`src/rtl/udp_pkg.sv`:
```
// Shared constants, state encoding and header packing for the UDP header TX path.
// Wire order is big-endian; byte 0 of the packed header sits in bits [7:0].
package udp_pkg;

    localparam int          UDP_HDR_BYTES = 8;
    localparam logic [7:0]  IP_PROTO_UDP  = 8'h11;
    localparam logic [15:0] UDP_HDR_LEN   = 16'd8;

    typedef enum logic [1:0] {
        IDLE,
        CALC,
        SEND
    } udp_state_e;

    function automatic logic [63:0] udp_pack_hdr(
        input logic [15:0] ps,
        input logic [15:0] pd,
        input logic [15:0] len,
        input logic [15:0] csum
    );
        return {csum[7:0], csum[15:8],
                len[7:0],  len[15:8],
                pd[7:0],   pd[15:8],
                ps[7:0],   ps[15:8]};
    endfunction

endpackage

```
`src/rtl/udp_csum_fold.sv`:
```
// One's-complement accumulate over the UDP pseudo-header, then fold and invert.
// Used only when UDP_HEADER_TX_AXIS_CSUM_EN is defined.
module udp_csum_fold
    import udp_pkg::*;
(
    input  logic [31:0] ip_src,
    input  logic [31:0] ip_dst,
    input  logic [15:0] port_s,
    input  logic [15:0] port_d,
    input  logic [15:0] len,
    input  logic [15:0] csum_partial,
    input  logic [31:0] acc,
    output logic [31:0] sum,
    output logic [15:0] csum
);

    logic [16:0] fold1;
    logic [15:0] fold2;
    logic [15:0] inv;

    always_comb begin
        sum = 32'(ip_src[31:16]) + 32'(ip_src[15:0])
            + 32'(ip_dst[31:16]) + 32'(ip_dst[15:0])
            + 32'({8'h00, IP_PROTO_UDP}) + 32'(len)
            + 32'(port_s) + 32'(port_d)
            + 32'(len) + 32'(csum_partial);
    end

    // Two folds always land in 16 bits: first fold tops out at 17'h1FFFE.
    always_comb begin
        fold1 = {1'b0, acc[15:0]} + {1'b0, acc[31:16]};
        fold2 = fold1[15:0] + {15'h0, fold1[16]};
        inv   = ~fold2;
        csum  = (inv == 16'h0000) ? 16'hFFFF : inv;
    end

endmodule

```
`src/rtl/udp_header_tx_axis.sv`:
```
// UDP header generator streaming the 8-byte header as an AXI-Stream master.
// Define UDP_HEADER_TX_AXIS_CSUM_EN to compute the checksum field.
module udp_header_tx_axis
    import udp_pkg::*;
#(
    parameter int DATA_BYTES  = 1,
    parameter bit ADD_HDR_LEN = 1'b1
) (
    input  logic                    aclk,
    input  logic                    aresetn,
    input  logic                    start,
    input  logic [15:0]             port_s,
    input  logic [15:0]             port_d,
    input  logic [15:0]             udp_len,
    input  logic [31:0]             ip_src,
    input  logic [31:0]             ip_dst,
    input  logic [15:0]             csum_partial,
    output logic [8*DATA_BYTES-1:0] m_tdata,
    output logic                    m_tvalid,
    input  logic                    m_tready,
    output logic                    m_tlast,
    output logic                    busy,
    output logic                    hdr_done
);

    localparam int         W     = 8 * DATA_BYTES;
    localparam int         BEATS = UDP_HDR_BYTES / DATA_BYTES;
    localparam logic [2:0] LAST  = 3'(BEATS - 1);

    generate
        if (!(DATA_BYTES == 1 || DATA_BYTES == 2 ||
              DATA_BYTES == 4 || DATA_BYTES == 8)) begin : g_bad_width
            $error("udp_header_tx_axis: DATA_BYTES must be 1, 2, 4 or 8");
        end
    endgenerate

    udp_state_e  state;
    logic [63:0] hdr;
    logic [2:0]  cnt;
    logic [15:0] len_in;

    assign len_in = ADD_HDR_LEN ? (udp_len + UDP_HDR_LEN) : udp_len;

    function automatic logic [W-1:0] beat(
        input logic [63:0] h,
        input logic [2:0]  k
    );
        return h[int'(k) * W +: W];
    endfunction

`ifdef UDP_HEADER_TX_AXIS_CSUM_EN
    logic [31:0] ip_src_q;
    logic [31:0] ip_dst_q;
    logic [15:0] part_q;
    logic [31:0] acc;
    logic [31:0] sum;
    logic [15:0] csum;
    logic        phase;

    udp_csum_fold u_fold (
        .ip_src       (ip_src_q),
        .ip_dst       (ip_dst_q),
        .port_s       ({hdr[7:0], hdr[15:8]}),
        .port_d       ({hdr[23:16], hdr[31:24]}),
        .len          ({hdr[39:32], hdr[47:40]}),
        .csum_partial (part_q),
        .acc          (acc),
        .sum          (sum),
        .csum         (csum)
    );
`else
    logic unused_csum_inputs;
    assign unused_csum_inputs = ^{ip_src, ip_dst, csum_partial};
`endif

    always_ff @(posedge aclk) begin
        if (!aresetn) begin
            state    <= IDLE;
            hdr      <= '0;
            cnt      <= '0;
            m_tdata  <= '0;
            m_tvalid <= 1'b0;
            m_tlast  <= 1'b0;
            busy     <= 1'b0;
            hdr_done <= 1'b0;
`ifdef UDP_HEADER_TX_AXIS_CSUM_EN
            ip_src_q <= '0;
            ip_dst_q <= '0;
            part_q   <= '0;
            acc      <= '0;
            phase    <= 1'b0;
`endif
        end else begin
            hdr_done <= 1'b0;
            unique case (state)
                IDLE: begin
                    if (start) begin
                        busy <= 1'b1;
                        cnt  <= '0;
                        hdr  <= udp_pack_hdr(port_s, port_d, len_in, 16'h0000);
`ifdef UDP_HEADER_TX_AXIS_CSUM_EN
                        ip_src_q <= ip_src;
                        ip_dst_q <= ip_dst;
                        part_q   <= csum_partial;
                        phase    <= 1'b0;
                        state    <= CALC;
`else
                        m_tvalid <= 1'b1;
                        m_tlast  <= (LAST == 3'd0);
                        m_tdata  <= beat(udp_pack_hdr(port_s, port_d, len_in, 16'h0000), 3'd0);
                        state    <= SEND;
`endif
                    end
                end
                CALC: begin
`ifdef UDP_HEADER_TX_AXIS_CSUM_EN
                    if (!phase) begin
                        acc   <= sum;
                        phase <= 1'b1;
                    end else begin
                        hdr[63:48] <= {csum[7:0], csum[15:8]};
                        m_tvalid   <= 1'b1;
                        m_tlast    <= (LAST == 3'd0);
                        m_tdata    <= beat({csum[7:0], csum[15:8], hdr[47:0]}, 3'd0);
                        state      <= SEND;
                    end
`else
                    state <= IDLE;
`endif
                end
                SEND: begin
                    if (m_tvalid && m_tready) begin
                        if (cnt == LAST) begin
                            m_tvalid <= 1'b0;
                            m_tlast  <= 1'b0;
                            m_tdata  <= '0;
                            busy     <= 1'b0;
                            hdr_done <= 1'b1;
                            cnt      <= '0;
                            state    <= IDLE;
                        end else begin
                            cnt     <= cnt + 3'd1;
                            m_tdata <= beat(hdr, cnt + 3'd1);
                            m_tlast <= ((cnt + 3'd1) == LAST);
                        end
                    end
                end
                default: state <= IDLE;
            endcase
        end
    end

endmodule

```
`config.mk`:
```
export PLATFORM = sky130hd
export DESIGN_NAME = udp_header_tx_axis
export DESIGN_NICKNAME = d
export VERILOG_FILES = /design/src/rtl/udp_pkg.sv /design/src/rtl/udp_csum_fold.sv /design/src/rtl/udp_header_tx_axis.sv
export SDC_FILE = /design/constraint.sdc
export NUM_CORES = 1
export LEC_CHECK = 0
export ABC_CLOCK_PERIOD_IN_PS = 6500
export CORE_ASPECT_RATIO = 1.1
export CORE_MARGIN = 8
export CORE_UTILIZATION = 44
export CTS_CLUSTER_SIZE = 24
export DETAILED_ROUTE_END_ITERATION = 6
export GPL_TIMING_DRIVEN = 0
export PLACE_DENSITY = 0.86
export SYNTH_ARGS = -nofsm -noshare
export SYNTH_HDL_FRONTEND = slang
export SYNTH_SLANG_ARGS = --single-unit
```
`constraint.sdc`:
```
create_clock -name aclk -period 6.5 [get_ports aclk]
set_clock_uncertainty 0.15 [all_clocks]
set_input_delay 0.975 -clock aclk [delete_from_list [all_inputs] [get_ports aclk]]
set_output_delay 0.975 -clock aclk [all_outputs]
set_load 0.01 [all_outputs]
```
==> impl_summary.md <==
Logic synthesis
For this run, the number of Yosys warnings is 0. The average size of a mapped cell is about 8.4 um2. The share of synthesized area occupied by flip-flops and latches is 0.420. The cell taking the most area after synthesis is sky130_fd_sc_hd__dfxtp_1. Synthesis handed over a netlist of 350 instances. Of the post-synthesis cell area, the dominant cell type holds 0.420. Synthesis instantiated 33 different standard cells from the library. The synthesized netlist occupies a cell area of 0.00295 mm2. Yosys attributes the largest share of cell area to sky130_fd_sc_hd__dfxtp_1, sky130_fd_sc_hd__nand2_1, sky130_fd_sc_hd__a21oi_1.

The post-synthesis net count is ~490. The total of flip-flops plus latches after synthesis is 62.

Detailed routing
The first routing iteration left just under 200 violations. The post-detailed-routing wire length is 8.30 mm. The final routed wire length divided by cell count is 16.3 um.

The average vias per placed instance is between 5 and 6. The overall via count from detail_route is 2841. Before antenna repair, the detailed router went through 4 iterations. The number of remaining DRC errors is 0. The count of nets left with antenna violations after detail routing is 0.

Setup path
The endpoint identified for the worst register-to-register timing path is m_tdata[5]. The worst setup path is launched from a primary input. STA puts the critical path data arrival time at 2.71 ns. The largest incremental delay on the critical path is between 0.5 and 0.6 ns.

At the worst endpoint, the required time is 6.62 ns. The largest driver fanout on the critical path is 10. In this run the register-to-register setup slack is between 3 and 4 ns. The slowest stage cell on the critical path is sky130_fd_sc_hd__clkdlybuf4s50_1. The capturing element type of the critical path is a register. The cell that appears most often on the critical path is sky130_fd_sc_hd__clkbuf_1.

Counting cells, the worst reg-to-reg path comes to 8. The critical path is of the in2reg type. Walking the worst path, the cells encountered are clkdlybuf4s50_1, nor2b_1, clkbuf_1, clkbuf_1, o21ai_0, a31oi_1. The worst register-to-register path begins at cnt[0].

Outcome
The flow ran to the end, and the final reports show no timing, DRC or antenna violations.

Pwr
For this design the total switching power over the nets is 236 uW. For this design the ratio of total power to cell area is 230 mW/mm2. Of the total power, the share spent switching nets is 0.266. The leakage dissipation is 0.00140 uW. Internal power comes to 651 uW. Of the total power, registers draw 0.470. The share of total power dissipated in combinational logic is 0.163. The clock share of power is 0.367. The worst supply voltage drop on vdd is 0.148 mV.

Floorplan
The floorplan step defined a die boundary enclosing around 0.0096 mm2. The number of placed I/O pins is ~140. The core area is between 0.006 and 0.007 mm2. The x dimension of the die is between 90 and 100 um. The total number of placement rows is 31. The effective utilization at floorplan is 0.451. The die height is about 100 um.

Place
Once placement finished, the instance area stood at 0.00368 mm2. Routability-driven placement finished with a final weighted congestion of 0.919. Timing analysis after detailed placement gives a worst setup slack of 3.59 ns.

The number of input and output port buffers inserted is 62. Detailed placement ended at an HPWL of about 6.3 mm.

STA
The slew of the pin with the lowest slew margin is 0.546 ns. Setup repair after global routing left no endpoint under its margin. The worst path meets setup with 3.91 ns of slack.

Of the available clock period, the critical path in the final layout requires 0.398. The max-slew violation total from the final report came to 0. The final critical delay including setup and external delays is 2.59 ns. Timing would allow up to 386 MHz. Hold timing on the final database bottoms out at a slack of 0.304 ns. The number of hold violations in the final report was 0. Setup violations remaining at the end of the flow were counted as 0. The post-route setup TNS is 0 ns. The worst pin sits at a relative slew slack of 0.636.

GRT
The number of antenna violations at the first check in global routing is 0. The maximum number of pins on one net before global-route repair is 12. The number of global-route vias before repair is 2882. The wire length of the first global-routing pass is 13.4 mm. For this run the aggregate overflow at the end of global routing stands at 0. The overall fraction of global-route tracks in use is 0.179.

Clock network
The cts-stage hold buffer count is 0. The number of buffers created by CTS is 9. The root buffer cell chosen for the clock tree is sky130_fd_sc_hd__clkbuf_8. The CTS sink count is 62. In this run the number of H-tree levels came out at 3. The number of gates resized after cts is 0. The maximum number of buffers from clock root to sink is 2. For the worst-skew pair, the clock arrives at the later sink with an insertion delay of 0.34 ns. The clock input transition at the sequential cells of the worst setup and hold paths is 0.07 ns. TritonCTS built the clock tree. The number of setup buffers added after CTS is 0.

Final layout
The antenna diode count is 0. The filler cells instantiated in the layout total 582. The finished cells cover 0.00387 mm2.

The area growth from synthesis to layout is 30.9%. The total number of nets in the final design is 559. The fraction of final layout cells sized beyond drive strength 1 is 0.112.

Flow run
The tool flagged a number of max-cap violations equal to 0.

Min path
The worst hold path begins at hdr[8]. The number of cells on the worst hold path is 2. The classification of the worst-slack hold path is reg2reg. The worst hold path terminates at hdr[8].
-- metrics by stage --
stage	cells	util	power (uW)
floorplan	350	-	497
global placement	494	0.561	564
detailed placement	494	0.561	569
CTS	510	0.590	894
global route	510	0.590	924
finish	510	0.590	888
-- power groups by stage --
| stage | clock [uW] | sequential [uW] | combinational [uW] |
|---|---|---|---|
| 3_3_place_gp | 0 | 423 | 140 |
| 2_1_floorplan | 0 | 423 | 74.7 |
| 6_report | 326 | 417 | 145 |
| 3_5_place_dp | 0 | 425 | 144 |
| 4_1_cts | 333 | 416 | 145 |
| 5_1_grt | 346 | 419 | 159 |
-- cell type report --
class	count	area [um2]	area share
Clock inverter	7	65.1	0.0168
Timing Repair Buffer	62	621	0.161
Multi-Input combinational cell	254	1560	0.405
Clock buffer	9	124	0.0320
Inverter	4	15.0	0.00388
Sequential cell	62	1240	0.321
Tap cell	82	103	0.0265
Buffer	30	134	0.0346
-- layer usage --
| metal | part of all wire | up-vias | global-route usage |
|---|---|---|---|
| met5 | 0 | - | 0 |
| met4 | 0.017 | 0 | 0.0757 |
| met3 | 0.072 | 12 | 0.0558 |
| met2 | 0.50 | 91 | 0.312 |
| met1 | 0.41 | 1345 | 0.197 |
| li1 | - | 1393 | - |
-- flip-flops by register name, indices dropped and copies added, names as in the netlist --
name,cells
hdr,48
m_tdata,8
cnt,3
busy,1
hdr_done,1
m_tlast,1
-- placed cells by master (no fill, tap or decap), types with 2 or more instances in the layout --
cell type,n
sky130_fd_sc_hd__xor2_1,2
sky130_fd_sc_hd__or4_1,3
sky130_fd_sc_hd__clkinvlp_4,2
sky130_fd_sc_hd__a22oi_1,8
sky130_fd_sc_hd__clkinv_2,4
sky130_fd_sc_hd__clkbuf_1,16
sky130_fd_sc_hd__ha_1,4
sky130_fd_sc_hd__mux2_2,9
sky130_fd_sc_hd__a21oi_1,47
sky130_fd_sc_hd__buf_4,2
sky130_fd_sc_hd__nor2_1,7
sky130_fd_sc_hd__o31ai_1,3
sky130_fd_sc_hd__clkbuf_8,9
sky130_fd_sc_hd__nand4_2,2
sky130_fd_sc_hd__nand4_1,4
sky130_fd_sc_hd__or3b_1,8
sky130_fd_sc_hd__o21ai_0,21
sky130_fd_sc_hd__dfxtp_1,62
sky130_fd_sc_hd__nand3_1,9
sky130_fd_sc_hd__inv_1,3
sky130_fd_sc_hd__buf_2,10
sky130_fd_sc_hd__nand2_1,76
sky130_fd_sc_hd__clkdlybuf4s50_1,62
sky130_fd_sc_hd__a211oi_1,13
sky130_fd_sc_hd__mux4_2,8
sky130_fd_sc_hd__or3_1,5
sky130_fd_sc_hd__nor2b_1,2
sky130_fd_sc_hd__a31oi_1,9
sky130_fd_sc_hd__nand2b_1,9
-- worst max-delay path, delay by kind of cell --
kind                   cells  cell delay (ns)
buffers and inverters      3             1.21
AOI/OAI and AO/OA          2             0.38
and+or+nand+nor            1             0.15
-- cells in the mapped netlist --
master,number
sky130_fd_sc_hd__a22oi_1,8
sky130_fd_sc_hd__ha_1,4
sky130_fd_sc_hd__nand2_1,76
sky130_fd_sc_hd__nand3_1,9
sky130_fd_sc_hd__buf_1,1
sky130_fd_sc_hd__xor2_1,2
sky130_fd_sc_hd__dfxtp_1,62
sky130_fd_sc_hd__or3b_1,8
sky130_fd_sc_hd__a31oi_1,9
sky130_fd_sc_hd__a21oi_1,47
sky130_fd_sc_hd__o31ai_1,3
sky130_fd_sc_hd__and2_1,1
sky130_fd_sc_hd__nor2b_1,2
sky130_fd_sc_hd__clkbuf_2,1
sky130_fd_sc_hd__inv_1,3
sky130_fd_sc_hd__buf_2,10
sky130_fd_sc_hd__nand4_2,2
sky130_fd_sc_hd__nor4bb_1,1
sky130_fd_sc_hd__buf_4,2
sky130_fd_sc_hd__nand4_1,4
sky130_fd_sc_hd__o21ai_0,21
sky130_fd_sc_hd__nor4_1,1
sky130_fd_sc_hd__nor2_1,7
sky130_fd_sc_hd__clkbuf_1,16
sky130_fd_sc_hd__clkinv_1,1
sky130_fd_sc_hd__a211oi_1,13
sky130_fd_sc_hd__mux2_2,9
sky130_fd_sc_hd__nand2b_1,9
sky130_fd_sc_hd__or4_1,3
sky130_fd_sc_hd__xnor2_1,1
sky130_fd_sc_hd__nand3b_1,1
sky130_fd_sc_hd__or3_1,5
sky130_fd_sc_hd__mux4_2,8
-- logic make-up (layout without fill, tap and decap cells) --
logic type / count (synthesis) / in the layout / share of synthesized area
adders and majority gates: 4 / 4 / 0.0169
buffers and inverters: 34 / 112 / 0.0504
DFF: 62 / 62 / 0.420
muxes: 17 / 17 / 0.0953
AOI/OAI and AO/OA: 101 / 101 / 0.195
and+or+nand+nor: 129 / 129 / 0.213
xor gates and xnor gates: 3 / 3 / 0.00890
-- worst max-delay path by stage --
stage,startpoint,to,slack [ns],cells after the start
final,start,hdr[36],3.91,6
after global routing,start,hdr[36],3.83,6
after CTS,start,hdr[36],3.95,6
after detailed placement,udp_len[3],hdr[37],3.59,5
after global placement,udp_len[3],hdr[37],3.63,5
after floorplan,udp_len[3],hdr[37],4.32,4
(Power assumes the default switching activity.)
